[config.mk]
export PLATFORM = sky130hd
export DESIGN_NAME = agu_mem_read_responder
export DESIGN_NICKNAME = d
export VERILOG_FILES = /design/src/rtl/agu_mem_read_responder.sv
export SDC_FILE = /design/constraint.sdc
export NUM_CORES = 1
export LEC_CHECK = 0
export CAP_MARGIN = 5
export CELL_PAD_IN_SITES_DETAIL_PLACEMENT = 0
export CELL_PAD_IN_SITES_GLOBAL_PLACEMENT = 1
export CORE_ASPECT_RATIO = 1.2
export CORE_UTILIZATION = 45
export CTS_CLUSTER_DIAMETER = 50
export DETAILED_ROUTE_END_ITERATION = 8
export GPL_ROUTABILITY_DRIVEN = 1
export GPL_TIMING_DRIVEN = 0
export PLACE_DENSITY_LB_ADDON = 0.1
export SLEW_MARGIN = 25
export SYNTH_ARGS = -nofsm -noshare
export SYNTH_HDL_FRONTEND = slang
export SYNTH_SLANG_ARGS = --single-unit
export TNS_END_PERCENT = 1
[constraint.sdc]
create_clock -name clk -period 2.7 [get_ports clk]
set_input_delay 0.54 -clock clk [delete_from_list [all_inputs] [get_ports clk]]
set_output_delay 0.54 -clock clk [all_outputs]
set_load 0.02 [all_outputs]
[src/rtl/agu_mem_read_responder.sv]
// Accepts generator addresses, issues fixed-latency SRAM reads and returns the words in order
// through a credit-protected FIFO so downstream backpressure never drops read data.
module agu_mem_read_responder #(
    parameter int ADDR_WIDTH = 16,
    parameter int DATA_WIDTH = 32,
    parameter int RD_LATENCY = 2,
    parameter int FIFO_DEPTH = 4
) (
    input  logic                  clk,
    input  logic                  rst_n,
    input  logic                  start,
    input  logic [15:0]           length,
    output logic                  done,
    input  logic [ADDR_WIDTH-1:0] addr,
    input  logic                  addr_valid,
    output logic                  addr_ready,
    output logic                  mem_rd_en,
    output logic [ADDR_WIDTH-1:0] mem_addr,
    input  logic [DATA_WIDTH-1:0] mem_rdata,
    output logic [DATA_WIDTH-1:0] out_data,
    output logic                  out_valid,
    input  logic                  out_ready
);

    localparam int PTR_W = (FIFO_DEPTH > 1) ? $clog2(FIFO_DEPTH) : 1;
    localparam int CNT_W = PTR_W + 1;
    localparam logic [CNT_W:0] DEPTH_C = (CNT_W + 1)'(FIFO_DEPTH);

    typedef enum logic [1:0] {IDLE, RUN, DONE} state_e;

    state_e                  state_q, state_d;
    logic [15:0]             len_q, len_d;
    logic [15:0]             issued_q, issued_d;
    logic [15:0]             delivered_q, delivered_d;
    logic [RD_LATENCY-1:0]   vpipe_q, vpipe_d;
    logic [ADDR_WIDTH-1:0]   hold_q;
    logic [DATA_WIDTH-1:0]   fifo_q [FIFO_DEPTH];
    logic [PTR_W-1:0]        wptr_q, rptr_q;
    logic [CNT_W-1:0]        count_q;
    logic [CNT_W:0]          inflight;
    logic [CNT_W:0]          occ;
    logic                    accept, push, pop;

    // Credit counts every read already issued, so a push can never meet a full FIFO.
    always_comb begin
        inflight = '0;
        for (int i = 0; i < RD_LATENCY; i++) begin
            inflight = inflight + {{CNT_W{1'b0}}, vpipe_q[i]};
        end
        occ = inflight + {1'b0, count_q};
    end

    assign addr_ready = (state_q == RUN) && (issued_q < len_q) && (occ < DEPTH_C);
    assign accept     = addr_valid && addr_ready;
    assign mem_rd_en  = accept;
    assign mem_addr   = accept ? addr : hold_q;
    assign push       = vpipe_q[RD_LATENCY-1];
    assign out_valid  = (count_q != '0);
    assign pop        = out_valid && out_ready;
    assign out_data   = fifo_q[rptr_q];
    assign done       = (state_q == DONE);

    always_comb begin
        vpipe_d[0] = accept;
        for (int i = 1; i < RD_LATENCY; i++) begin
            vpipe_d[i] = vpipe_q[i-1];
        end
    end

    always_comb begin
        state_d     = state_q;
        len_d       = len_q;
        issued_d    = issued_q;
        delivered_d = delivered_q;
        case (state_q)
            IDLE: begin
                if (start) begin
                    len_d       = length;
                    issued_d    = '0;
                    delivered_d = '0;
                    state_d     = (length == 16'd0) ? DONE : RUN;
                end
            end
            RUN: begin
                if (accept) begin
                    issued_d = issued_q + 16'd1;
                end
                if (pop) begin
                    delivered_d = delivered_q + 16'd1;
                    if (delivered_q + 16'd1 == len_q) begin
                        state_d = DONE;
                    end
                end
            end
            DONE: begin
                if (!start) begin
                    state_d = IDLE;
                end
            end
            default: state_d = IDLE;
        endcase
    end

    always_ff @(posedge clk or negedge rst_n) begin
        if (!rst_n) begin
            state_q     <= IDLE;
            len_q       <= '0;
            issued_q    <= '0;
            delivered_q <= '0;
            vpipe_q     <= '0;
            hold_q      <= '0;
        end else begin
            state_q     <= state_d;
            len_q       <= len_d;
            issued_q    <= issued_d;
            delivered_q <= delivered_d;
            vpipe_q     <= vpipe_d;
            if (accept) begin
                hold_q <= addr;
            end
        end
    end

    // Pointers wrap naturally because the depth is a power of two.
    always_ff @(posedge clk or negedge rst_n) begin
        if (!rst_n) begin
            for (int i = 0; i < FIFO_DEPTH; i++) begin
                fifo_q[i] <= '0;
            end
            wptr_q  <= '0;
            rptr_q  <= '0;
            count_q <= '0;
        end else begin
            if (push) begin
                fifo_q[wptr_q] <= mem_rdata;
                wptr_q         <= wptr_q + 1'b1;
            end
            if (pop) begin
                rptr_q <= rptr_q + 1'b1;
            end
            case ({push, pop})
                2'b10:   count_q <= count_q + 1'b1;
                2'b01:   count_q <= count_q - 1'b1;
                default: count_q <= count_q;
            endcase
        end
    end

endmodule

# Word-level counts from Yosys, hierarchy flattened
# Index checks and enable logic that the tools add are counted.
# Widths: inputs -> output; s select.
[op_classes] bitwise_logic=2 eq_ne=10 add_sub_neg=8 n_mux=19 n_reduce_logical=14 order_cmp=5
[ops] op="$bwmux 128" n=1
[ops] op="$mux 32" n=3
[ops] op="$bmux 32 s2" n=1
[ops] op="$demux 32 s2" n=1
[ops] op="$mux 16" n=4
[ops] op="$pmux 16 s2" n=2
[ops] op="$add 16x1->16 const B" n=2
[ops] op="$eq 16x16->1" n=1
[ops] op="$logic_not 16->1" n=1
[ops] op="$lt 16x16->1" n=1
[ops] op="$mux 2" n=5
[ops] op="$ne 2x2->1 const B" n=4
[ops] op="$ge 3x3->1 const B" n=2
[ops] op="$not 2->3" n=2
[ops] op="$pmux 2 s3" n=1
[ops] op="$pmux 3 s2" n=1
[ops] op="$reduce_and 3->1" n=2
[ops] op="$logic_and 1x1->1" n=5
[ops] op="$add 2x1->2 const B" n=2
[ops] op="$add 2x3->4" n=1
[ops] op="$eq 2x1->1 const B" n=2
[ops] op="$eq 2x2->1 const B" n=2
[ops] op="$lt 4x3->1 const B" n=1
[ops] op="$reduce_and 4->1" n=1
[ops] op="other kinds (9)" n=10
[word_totals] wordCells=71 output_inout_bits=52 reg_bits=203 input_bits=69

# Logic depth before layout (Yosys ltp)
[depth] depth_word=7 ltp_mapped=12 ltp_nobuf=10

# Least setup slack after synthesis
# OpenSTA, ideal clock, no wires.
[synth_path] path_type="flip-flop to output port" startpoint="register len_q[6]" endpoint="output mem_addr[10]" n_path_buf=1 arrival_time_ns=2.040 required_ns=2.160 stages_incl_launch_ff=9 path_slack_ns=0.120 path_cell_list="dfrtp_1 inv_1 ha_1 a21o_1 a221o_1 a31oi_1 o21ai_2 buf_2 mux2_2"
[synth_between] elab_chain_len=5
[synth_rtl] item="start, declared" line="32" rtl="logic [15:0] len_q, len_d;"
[synth_rtl] item="start signal, assigned" line="114" rtl="len_q <= len_d;"
[synth_rtl] item="$lt 16x16->1" line="53" rtl="assign addr_ready = (state_q == RUN) && (issued_q < len_q) && (occ < DEPTH_C);"
[synth_rtl] item="$logic_and 1x1->1 (2 in series)" line="53"
[synth_rtl] item="$logic_and 1x1->1" line="54" rtl="assign accept = addr_valid && addr_ready;"
[synth_rtl] item="$mux 16"
[synth_rtl] item="end, declared" line="18" rtl="output logic [ADDR_WIDTH-1:0] mem_addr,"
# Every way passes these cells.

# Worst setup path after layout
[layout_path] startpoint="register issued_q[5]" endpoint="output mem_addr[6]"
[layout_between] elab_chain_len=5
[layout_rtl] item="start, declared" line="33" rtl="logic [15:0] issued_q, issued_d;"
[layout_rtl] item="start signal, assigned" line="115" rtl="issued_q <= issued_d;"
[layout_rtl] item="$lt 16x16->1" line="53"
[layout_rtl] item="$logic_and 1x1->1 (2 in series)" line="53"
[layout_rtl] item="$logic_and 1x1->1" line="54"
[layout_rtl] item="$mux 16"
# Every way passes these cells.

==> results.md <==
Outcome:
- The flow ran to the end, but the final reports show violations.
- The final reports fail on setup timing.

Clock tree:
- The CTS tree is yes.
- The longest clock path from root to sink contains 3 buffers.
- Clock-pin slew was measured on the worst setup and hold paths at 0.06 ns.
- The clock net in this run drives a total of 203 sinks.
- The tree is rooted in a sky130_fd_sc_hd__clkbuf_16.
- CTS built an H-tree with a depth of 1.
- The clock latency at the later pin of the worst-skew pair is 0.52 ns.
- Clock tree synthesis inserted a total of 26 buffers.

Setup path:
- The startpoint identified for the worst register-to-register timing path is state_q[1].
- The type of origin of the critical path is a register.
- The signal on the critical path passes through ha_1, and3_4, a221o_1, a31oi_4, o21ai_4, buf_6, mux2_2, buf_2.
- The critical path required time is 2.16 ns.
- The capturing point of the worst reg2reg path is delivered_q[10].
- The critical path starts at issued_q[5].
- Following the worst setup path forward leads to its endpoint at mem_addr[6].
- The maximum single-stage delay on the critical path is 0.43 ns.
- For the worst setup path, the data arrival time is 2.68 ns.
- In this run the worst path has a maximum fanout of 10.
- Setup slack on the worst reg-to-reg path comes out at 0.17 ns.
- The endpoint class of the critical path is a primary output.
- The kind of critical path is reg2out.
- The cell with the largest stage delay on the worst path is sky130_fd_sc_hd__dfrtp_1.
- The worst register-to-register path has a depth of 7.

Routing:
- The number of violations reported at the end of detailed-routing iteration 0 is 289.
- Before antenna repair, the detailed router went through 4 iterations.
- The remaining antenna violation count is 0.
- The average wire per standard cell is 18.1 um.
- Summing over every cut layer, the via total after detailed routing is 6,679.
- The number of remaining DRC errors is 0.
- Wires add up to 22,100 um.
- The detail-routed via count per cell is 5.46.

Placed design:
- The detailed-placement wirelength estimate is 15,700 um.
- The weighted congestion reported at the end of routability-driven placement is 0.785.
- The instance count after placement with tap cells included is 1,158.
- The number of port buffers is 120.

STA:
- At the pin with the least slew margin, the transition time is 0.826 ns.
- The sum of negative setup slack is -8.65 ns.
- The worst relative slew slack is 44.8%.
- The final number of max-transition violations was 0.
- Setup violations remaining at the end of the flow were counted as 18.
- In the post-route analysis, the smallest setup slack over all paths is -0.518 ns.
- The top achievable clock speed is 0.311 GHz.
- Across the routed clock network, the largest skew measured is 0.0162 ns.
- Counting I/O delays and the setup requirement, the final critical path takes 3.22 ns.
- The final critical path takes up 119% of the cycle.
- The final-report hold violation count is 0.
- Setup repair after global routing could not meet its margin everywhere.

Logic synthesis:
- The number of cells produced by synthesis is 766.
- The share of the Yosys chip area taken by registers is 52.2%.
- A synthesized cell averages ~13 sq um.
- The post-synthesis instance area is 0.00974 sq mm.
- Yosys mapped the design onto 51 distinct sky130hd cell types.
- The number of register bits inferred by synthesis is 203.
- The top cell type by area accounts for 52.2% of the synthesized area.
- The number of warnings reported in the yosys synthesis log is 0.
- Sorting the synthesized cells by area gives the leading types as sky130_fd_sc_hd__dfrtp_1 (52%), sky130_fd_sc_hd__mux2_2 (17%), sky130_fd_sc_hd__mux4_2 (7.4%), sky130_fd_sc_hd__ha_1 (3.0%), sky130_fd_sc_hd__o21ai_0 (2.7%).
- The total nets after synthesis is 859.
- The synthesized design spends more area on one cell type than any other, namely sky130_fd_sc_hd__dfrtp_1.

Die:
- The height of the chip is about 160 um.
- The core region area is 0.0211 sq mm.
- The initial utilization of the core area, before any placement, comes to 46.1%.
- about 120 I/O pins were placed.
- The full die area is about 0.022 sq mm.
- The die outline width is 136 um.
- The total number of placement rows is 58.

Global route:
- Summed over all layers, the global routing overflow is 0.
- The number of antenna violations at the first check in global routing came to 0.
- Entering global routing, the biggest net connects between 90 and 100 pins.
- Global routing used 20.4% of the available tracks.
- The via count of the first global-routing pass is around 7,000.
- The first global-routing pass estimated 35,800 um of wire.

Power and ir drop:
- Summed over all cells, the static leakage comes to between 5 and 6 nW.
- The internal power contribution is 9.23 mW.
- IR analysis of the VDD net gives a maximum drop of 0.661 mV.
- The switching power as a share of total power is 33.8%.
- The clock share of power is 23.7%.
- For this design the ratio of total power to cell area is 1130 mW/mm^2.
- The analysis attributes to net switching a power of 4.72 mW.
- Combinational cells account for roughly two fifths of the total power.
- The fraction of power consumed by sequential logic is 35.8%.

Job:
- The tool flagged a number of max-cap violations equal to 0.

Final layout:
- The filler cell count is roughly 1,700.
- The leading cell type in the layout, fill and taps excluded is sky130_fd_sc_hd__dfrtp_1.
- The net count reported at finish is 1,027.
- 0 antenna diodes ended up in the layout.
- In the final layout, the multi-input gates occupy 0.00445 sq mm.
- The final cell count without fillers is 1,224.
- Leaving out fill and tap cells, the most frequent cells in the layout are sky130_fd_sc_hd__dfrtp_1 (202), sky130_fd_sc_hd__mux2_2 (144), sky130_fd_sc_hd__clkdlybuf4s50_1 (69).
- The area growth from synthesis to layout is 26.8%.
- The register area is 0.00508 sq mm.
- The fraction of final layout cells with drive strength greater than 1 is about a third.

Hold path:
- The worst min-delay path category is reg2reg.
## cell families after synthesis
family	count (synthesis)	synth area share, %
AO/OA/AOI/OAI	107	6.90
XOR/XNOR	27	2.43
AND/OR/NAND/NOR	159	8.12
buffers and inverters	69	3.05
adder cells (fa/ha/maj)	24	3.16
multiplexers	177	24.2
flip-flops	203	52.2
## repair_timing
action                                 CTS  global route
pin swaps                                4             2
setup buffers                            8            12
gates resized for setup                148            63
cloned                                   0             0
setup endpoints to repair               50            45
hold buffers                             1             0
endpoints found under the hold margin   40             0
## per-stage QoR
step           hold slack, ns  area [sq um]  util, %  setup WS, ns  power [mW]
2_1_floorplan           0.244          9740        -         0.120        8.75
5_1_grt                 0.404         12300     58.5        -0.603        14.8
3_3_place_gp            0.376         11300     53.4         -6.99        10.8
3_5_place_dp            0.371         11300     53.7        -0.705        11.1
4_1_cts                 0.385         12300     58.0        -0.551        14.1
6_report                0.381         12300     58.5        -0.518        13.9
## synth_stat cells (all sizes together)
cell type	n
ha	23
mux2i	1
o211a	1
nand3	18
o2111ai	1
nor4	8
a211oi	3
and3	8
o31ai	6
nor2b	11
o22ai	8
mux4	32
or2	3
nand2b	3
dfrtp	203
buf	26
a31oi	3
a21o	2
xor2	9
o31a	1
a221o	1
mux2	144
a21oi	9
inv	28
nor2	28
o2bb2ai	1
nand4	5
fa	1
xnor2	18
a311o	1
or3	3
o41ai	2
nand2	55
clkbuf	15
a22o	14
o21ai	54
and2	3
and4	6
and4b	1
nor3	7
## worst max-delay path: cells and delay by family (launching register included)
| family | cells | cell delay (ns) |
|---|---|---|
| AOI/OAI and AO/OA | 3 | 0.65 |
| DFF | 1 | 0.43 |
| buffers and inverters | 2 | 0.32 |
| adders and majority gates | 1 | 0.29 |
| muxes | 1 | 0.28 |
| and+or+nand+nor | 1 | 0.20 |
## layout make-up
cell class              instances  share of cell area [%]
clock inverters                15                   0.851
clock buffers                  33                    5.98
flip-flops and latches        203                    41.1
plain buffers                  38                    2.11
well taps                     270                    2.74
multi-input cells             494                    36.0
inverters                      28                   0.851
repair buffers                143                    10.3
## sequential cells by signal, indices dropped and copies added, names as in the netlist, 3 cells and up
name,count
fifo_q,128
len_q,16
hold_q,16
delivered_q,16
issued_q,16
count_q,3
## layer usage
| metal | track usage (%) | vias up | wire length, um |
|---|---|---|---|
| li1 | - | 3123 | - |
| met5 | 0 | - | 0 |
| met1 | 25.2 | 3355 | 9170 |
| met3 | 3.85 | 41 | 1170 |
| met2 | 35.9 | 160 | 11200 |
| met4 | 6.16 | 0 | 528 |
## power groups by stage
stage / Clock [mW] / Sequential (mW) / Combinational, mW
finish: 3.30 / 4.99 / 5.65
global route: 3.54 / 5.16 / 6.10
CTS: 3.40 / 4.99 / 5.76
detailed placement: 0 / 5.00 / 6.08
global placement: 0 / 4.87 / 5.92
floorplan: 0 / 4.75 / 4.00
## worst min-delay path by stage
stage | startpoint | to | slack (ns) | cells past startpoint
2_1_floorplan | rst_n | count_q[0] | 0.24 | 0
3_3_place_gp | vpipe_q[0] | vpipe_q[1] | 0.38 | 0
3_5_place_dp | vpipe_q[0] | vpipe_q[1] | 0.37 | 0
4_1_cts | vpipe_q[0] | vpipe_q[1] | 0.38 | 0
5_1_grt | vpipe_q[0] | vpipe_q[1] | 0.40 | 0
6_report | vpipe_q[0] | vpipe_q[1] | 0.38 | 0
(Power assumes the default switching activity.)
